--- src/rtl/huc6270_pkg.sv ---
// Shared types and constants for the background tile fetch path.
package huc6270_pkg;

    localparam int VRAM_AW        = 16;
    localparam int PLANE23_OFFSET = 8;

    typedef struct packed {
        logic [3:0]  palette;
        logic [11:0] tile;
    } bat_entry_t;

    typedef enum logic [2:0] {
        IDLE,
        BAT,
        P01,
        P23,
        HOLD,
        DRAIN
    } fetch_state_t;

endpackage

--- src/rtl/bg_fetch_addr_gen.sv ---
// Combinational VRAM address generation for BAT entries and pattern rows.
module bg_fetch_addr_gen #(
    parameter int AW    = huc6270_pkg::VRAM_AW,
    parameter int CNT_W = 7
) (
    input  logic [AW-1:0]    bat_base,
    input  logic [CNT_W-1:0] col_start,
    input  logic [CNT_W-1:0] col_mask,
    input  logic [CNT_W-1:0] k,
    input  logic [2:0]       tile_row,
    input  logic [11:0]      tile,
    input  logic             hi_planes,
    output logic [AW-1:0]    bat_addr,
    output logic [AW-1:0]    pat_addr
);
    import huc6270_pkg::*;

    logic [CNT_W-1:0] col_idx;
    logic [AW-1:0]    pat_base;

    always_comb begin
        // Column wraps inside the BAT row before being added to the row base.
        col_idx  = (col_start + k) & col_mask;
        bat_addr = bat_base + AW'(col_idx);
        pat_base = AW'({tile, 4'b0000}) + AW'(tile_row);
        pat_addr = hi_planes ? (pat_base + AW'(PLANE23_OFFSET)) : pat_base;
    end

endmodule

--- src/rtl/bg_tile_fetcher.sv ---
// Fetches BAT entries and two pattern words per tile, emitting one packed
// four-plane beat per tile over a valid/ready interface.
module bg_tile_fetcher #(
    parameter int VRAM_AW = huc6270_pkg::VRAM_AW,
    parameter int CNT_W   = 7
) (
    input  logic               clock,
    input  logic               reset,
    input  logic               start,
    input  logic [VRAM_AW-1:0] bat_base_addr,
    input  logic [CNT_W-1:0]   bat_col_start,
    input  logic [CNT_W-1:0]   bat_col_mask,
    input  logic [2:0]         tile_row,
    input  logic [CNT_W-1:0]   num_tiles,
    output logic               vram_req,
    output logic [VRAM_AW-1:0] vram_addr,
    input  logic               vram_ack,
    input  logic [15:0]        vram_rdata,
    output logic               out_valid,
    input  logic               out_ready,
    output logic [31:0]        out_line_bytes,
    output logic [3:0]         out_palette,
    output logic               out_last,
    output logic               busy,
    output logic               done
);
    import huc6270_pkg::*;

    fetch_state_t       state_q, state_d;
    logic [VRAM_AW-1:0] base_q, base_d;
    logic [CNT_W-1:0]   col_q, col_d, mask_q, mask_d, num_q, num_d, k_q, k_d;
    logic [2:0]         row_q, row_d;
    logic [11:0]        tile_q, tile_d;
    logic [3:0]         pal_q, pal_d, stage_pal_q, stage_pal_d, out_pal_q, out_pal_d;
    logic [15:0]        p01_q, p01_d;
    logic [31:0]        stage_bytes_q, stage_bytes_d, out_bytes_q, out_bytes_d;
    logic               stage_last_q, stage_last_d, out_last_q, out_last_d;
    logic               out_valid_q, out_valid_d, done_q, done_d;

    logic [VRAM_AW-1:0] bat_addr, pat_addr;
    logic               out_free, is_last;
    bat_entry_t         bat_word;

    bg_fetch_addr_gen #(.AW(VRAM_AW), .CNT_W(CNT_W)) u_addr_gen (
        .bat_base  (base_q),
        .col_start (col_q),
        .col_mask  (mask_q),
        .k         (k_q),
        .tile_row  (row_q),
        .tile      (tile_q),
        .hi_planes (state_q == P23),
        .bat_addr  (bat_addr),
        .pat_addr  (pat_addr)
    );

    always_comb begin
        state_d       = state_q;
        base_d        = base_q;
        col_d         = col_q;
        mask_d        = mask_q;
        num_d         = num_q;
        k_d           = k_q;
        row_d         = row_q;
        tile_d        = tile_q;
        pal_d         = pal_q;
        p01_d         = p01_q;
        stage_bytes_d = stage_bytes_q;
        stage_pal_d   = stage_pal_q;
        stage_last_d  = stage_last_q;
        out_bytes_d   = out_bytes_q;
        out_pal_d     = out_pal_q;
        out_last_d    = out_last_q;
        out_valid_d   = out_valid_q;
        done_d        = 1'b0;
        vram_req      = 1'b0;
        vram_addr     = '0;
        bat_word      = bat_entry_t'(vram_rdata);

        // The output register can take a new beat if empty or draining this cycle.
        out_free = !out_valid_q || out_ready;
        is_last  = (k_q == num_q - CNT_W'(1));
        if (out_valid_q && out_ready) begin
            out_valid_d = 1'b0;
        end

        case (state_q)
            IDLE: begin
                if (start) begin
                    if (num_tiles != '0) begin
                        base_d  = bat_base_addr;
                        col_d   = bat_col_start;
                        mask_d  = bat_col_mask;
                        row_d   = tile_row;
                        num_d   = num_tiles;
                        k_d     = '0;
                        state_d = BAT;
                    end else begin
                        done_d = 1'b1;
                    end
                end
            end
            BAT: begin
                vram_req  = 1'b1;
                vram_addr = bat_addr;
                if (vram_ack) begin
                    tile_d  = bat_word.tile;
                    pal_d   = bat_word.palette;
                    state_d = P01;
                end
            end
            P01: begin
                vram_req  = 1'b1;
                vram_addr = pat_addr;
                if (vram_ack) begin
                    p01_d   = vram_rdata;
                    state_d = P23;
                end
            end
            P23: begin
                vram_req  = 1'b1;
                vram_addr = pat_addr;
                if (vram_ack) begin
                    if (out_free) begin
                        out_bytes_d = {vram_rdata, p01_q};
                        out_pal_d   = pal_q;
                        out_last_d  = is_last;
                        out_valid_d = 1'b1;
                        k_d         = k_q + CNT_W'(1);
                        state_d     = is_last ? DRAIN : BAT;
                    end else begin
                        stage_bytes_d = {vram_rdata, p01_q};
                        stage_pal_d   = pal_q;
                        stage_last_d  = is_last;
                        state_d       = HOLD;
                    end
                end
            end
            HOLD: begin
                if (out_free) begin
                    out_bytes_d = stage_bytes_q;
                    out_pal_d   = stage_pal_q;
                    out_last_d  = stage_last_q;
                    out_valid_d = 1'b1;
                    k_d         = k_q + CNT_W'(1);
                    state_d     = stage_last_q ? DRAIN : BAT;
                end
            end
            DRAIN: begin
                if (out_valid_q && out_ready && out_last_q) begin
                    done_d  = 1'b1;
                    state_d = IDLE;
                end
            end
            default: state_d = IDLE;
        endcase
    end

    always_ff @(posedge clock) begin
        if (reset) begin
            state_q       <= IDLE;
            base_q        <= '0;
            col_q         <= '0;
            mask_q        <= '0;
            num_q         <= '0;
            k_q           <= '0;
            row_q         <= '0;
            tile_q        <= '0;
            pal_q         <= '0;
            p01_q         <= '0;
            stage_bytes_q <= '0;
            stage_pal_q   <= '0;
            stage_last_q  <= 1'b0;
            out_bytes_q   <= '0;
            out_pal_q     <= '0;
            out_last_q    <= 1'b0;
            out_valid_q   <= 1'b0;
            done_q        <= 1'b0;
        end else begin
            state_q       <= state_d;
            base_q        <= base_d;
            col_q         <= col_d;
            mask_q        <= mask_d;
            num_q         <= num_d;
            k_q           <= k_d;
            row_q         <= row_d;
            tile_q        <= tile_d;
            pal_q         <= pal_d;
            p01_q         <= p01_d;
            stage_bytes_q <= stage_bytes_d;
            stage_pal_q   <= stage_pal_d;
            stage_last_q  <= stage_last_d;
            out_bytes_q   <= out_bytes_d;
            out_pal_q     <= out_pal_d;
            out_last_q    <= out_last_d;
            out_valid_q   <= out_valid_d;
            done_q        <= done_d;
        end
    end

    assign out_valid      = out_valid_q;
    assign out_line_bytes = out_bytes_q;
    assign out_palette    = out_pal_q;
    assign out_last       = out_last_q;
    assign busy           = (state_q != IDLE);
    assign done           = done_q;

endmodule

--- config.mk ---
export PLATFORM = sky130hd
export DESIGN_NAME = bg_tile_fetcher
export DESIGN_NICKNAME = d
export VERILOG_FILES = /design/src/rtl/huc6270_pkg.sv /design/src/rtl/bg_fetch_addr_gen.sv /design/src/rtl/bg_tile_fetcher.sv
export SDC_FILE = /design/constraint.sdc
export NUM_CORES = 1
export LEC_CHECK = 0
export BUFFER_PORTS_ARGS = -buffer_cell sky130_fd_sc_hd__buf_4
export CORE_MARGIN = 2
export CORE_UTILIZATION = 61
export CTS_CLUSTER_SIZE = 20
export DETAILED_ROUTE_END_ITERATION = 16
export GPL_TIMING_DRIVEN = 1
export PLACE_DENSITY = 0.85
export SLEW_MARGIN = 20
export SYNTH_ARGS = -nofsm -noshare
export SYNTH_HDL_FRONTEND = slang
export SYNTH_HIERARCHICAL = 1
export SYNTH_SLANG_ARGS = --single-unit
--- constraint.sdc ---
create_clock -name clock -period 7.62 [get_ports clock]
set_clock_uncertainty 0.15 [all_clocks]
set_input_delay 1.524 -clock clock [delete_from_list [all_inputs] [get_ports clock]]
set_output_delay 1.524 -clock clock [all_outputs]
set_load 0.01 [all_outputs]
==> run summary <==
Distinct cell type count after synthesis: 59
Die height: 113 µm
Startpoint Class: flip-flop
Maximum clock path buffer count: 2
Synthesized cell area: 0.00730 mm²
GR Util met2: 0.467
Hold Crit Start: stage_bytes_q[1]$_SDFFE_PP0P_
Reg-to-reg endpoint: out_line_bytes[10]$_SDFFE_PP0P_
Ys Warns: 6
Hold Buf Count CTS: 0
Syn avg cell area: 8.11 µm²
CTS Sinks: 158
Num CTS Buffers: 17
Tot Pwr: 2.01 mW
Yosys top cell area share: 0.433
Largest family of logic cells by synthesized area: simple AND/OR/NAND/NOR gates
Xor/xnor share of the synthesized area: 0.0348
R2r setup slk: 4.96 ns
Wire per inst: 16.0 µm
Sequential fraction of the synthesis area: 0.433
Cell with the most instances after synthesis: nand2_1
Diode count: 0
Hold_ws: 0.305 ns
FF-to-FF path depth: 7
Syn Nets: 979
Via Count: 6494
GRT busiest layer: met2
Area contributors post-synth: dfxtp_1 (43%), nand2_1 (12%), a21oi_1 (8.0%)
Vias in the first global route: 5979
Commonest cells post-synth: nand2_1 (235), dfxtp_1 (158), a21oi_1 (117)
Die width: 113 µm
Max-Cap Viols: 0
M3 GR Usage: 0.0574
DRC Markers: 0
Worst hold stages: 2
Post-synthesis compound-gate area fraction: 0.179
Largest area contributor in the netlist: dfxtp_1
Critical path arrival: 3.45 ns
I/O pins: 118
Core region area: 0.0116 mm²
Proportion of synthesized area in mux cells: 0.0509
Total Wirelength: 18.0 mm
Crit path required time: 5.95 ns
Post-Synth Adder-Cell Area: 0.0312
Ys async rst share: 0
Layout area overhead: 19.0%
Post-layout min period: 5.13 ns
Element type at the critical path end: output port
DP Wirelength: 11.9 mm
RePlAce Congestion: 0.865
Die Area: 0.0129 mm²
Drt initial violations: 400
Worst-path clk slew: 0.06 ns
Final setup violation count: 0
Status: complete, no violations
Count of input and output buffers: 117
Clock Latency Late Sink: 0.42 ns
Share of layout cells above drive strength 1: 0.175
Met1 Use GR: 0.372
Fill count: 865
FF+latch count, synth: 158
Setup ws final: 2.49 ns
PwrDens: 231 mW/mm²
Largest net degree at the start of global routing: 95
Leakage: 3.24 nW
Tightest Hold Check Type: reg -> reg
Reg2reg start: state_q[0]$_SDFFE_PP0P_
Sequential cell area: 0.00316 mm²
Post-cts resize count: 0
WS Path Type: reg -> out
Global-route congestion overflow total: 0
Max-slew violation count: 0
Final Cycle Share: 0.673
Setup TNS: 0 ns
Max IR drop VDD: 0.145 mV
Num rows: 39
Post-synth EDFFs: 0
Post-CTS Setup Bufs: 0
Synth Instances: 901
Dpl ws: 3.02 ns
H-tree depth: 4
Final hold violation count: 0
Fmax: 0.195 GHz
GRT Total Usage: 0.282
Prevailing post-synth register cell: dfxtp_1
WHS Endpoint: stage_bytes_q[1]$_SDFFE_PP0P_
Antenna violations before repair: 0
DRT Pass-1 Iters: 4
Vias per inst: 5.79
Worst-margin pin slew: 0.944 ns
Antenna Nets Post-Route: 0
CTS tree: built
First-pass GRT wire length: 29.1 mm
Initial Util: 0.632
Area used by multi-input combinational logic: 0.00376 mm²
RSZ-0062 raised after global routing: no
Maximum fanout along the worst path: 6
Post-Synth Simple-Gate Area: 0.217
CTS root buf: clkbuf_16
Nets: 1044
Normalized max-slew margin: 0.370
## critical path, cell delays in order, from the launching register on
cell and delay [ns]:
dfxtp_1 0.42, ha_1 0.23, fa_1 0.23, a21oi_1 0.09
o21ai_0 0.30, and3b_1 0.23, ha_1 0.36, nand3_1 0.11
o2111ai_2 0.37, o2111ai_1 0.18, xnor2_1 0.16, a22o_1 0.21
buf_4 0.14
## where the power goes
group	switching, mW	leakage, nW	internal [mW]
clock	0.344	0.294	0.545
combinational	0.130	1.66	0.0962
sequential	0.0339	1.28	0.858
total	0.508	3.24	1.50
## cells in the final DEF (no fill, tap or decap), types with 10 or more instances in the layout
cell type,n
a211oi_1,37
clkbuf_16,17
xnor2_1,24
ha_1,15
dfxtp_1,158
nor2_1,53
nand3_1,11
a21oi_1,117
a22o_1,16
nand2_1,235
nor3_1,10
mux2i_1,36
buf_4,125
## final cells by class
class / instances / share of cell area
Clock buffer: 21 / 0.0541
Multi-Input combinational cell: 657 / 0.433
Sequential cell: 158 / 0.364
Tap cell: 143 / 0.0206
Clock inverter: 11 / 0.0177
Inverter: 7 / 0.00302
Timing Repair Buffer: 125 / 0.108
## per-layer routing
layer | share of wire | vias to the layer above | wire (µm)
met5 | 0 | - | 0
met4 | 0.018 | 0 | 316
met3 | 0.052 | 30 | 928
met2 | 0.48 | 207 | 8660
met1 | 0.45 | 3042 | 8090
li1 | - | 3215 | -
## sequential cells by signal, indices dropped and copies added (netlist names)
register / cells
base_q: 16
pal_q: 4
mask_q: 7
out_valid: 1
done: 1
out_line_bytes: 32
state_q: 3
p01_q: 16
num_q: 7
stage_bytes_q: 32
col_q: 7
tile_q: 12
out_last: 1
stage_last_q: 1
k_q: 7
out_palette: 4
stage_pal_q: 4
row_q: 3
## cell families (layout without fill, tap and decap cells)
group,count (synthesis),count (layout)
AOI/OAI and AO/OA,210,210
muxes,37,37
adders and majority gates,17,17
buffers and inverters,86,164
DFF,158,158
and+or+nand+nor,364,364
xor gates and xnor gates,29,29
## metrics by stage
step,std cells,util,instance area (µm²)
after floorplan,901,-,7300
after global placement,1090,0.698,8070
after detailed placement,1090,0.698,8070
after CTS,1122,0.752,8690
after global routing,1122,0.752,8690
final,1122,0.752,8690
## worst max-delay path by stage
stage,start,endpoint,slack [ns],cells past startpoint
2_1_floorplan,k_q[0]$_SDFFE_PP0P_,vram_addr[15],3.38,11
3_3_place_gp,k_q[0]$_SDFFE_PP0P_,vram_addr[9],3.10,12
3_5_place_dp,k_q[0]$_SDFFE_PP0P_,vram_addr[9],3.02,12
4_1_cts,k_q[0]$_SDFFE_PP0P_,vram_addr[9],2.53,12
5_1_grt,k_q[0]$_SDFFE_PP0P_,vram_addr[9],2.23,12
6_report,k_q[0]$_SDFFE_PP0P_,vram_addr[9],2.49,12
Note: power is estimated with default switching activity, not from simulation.
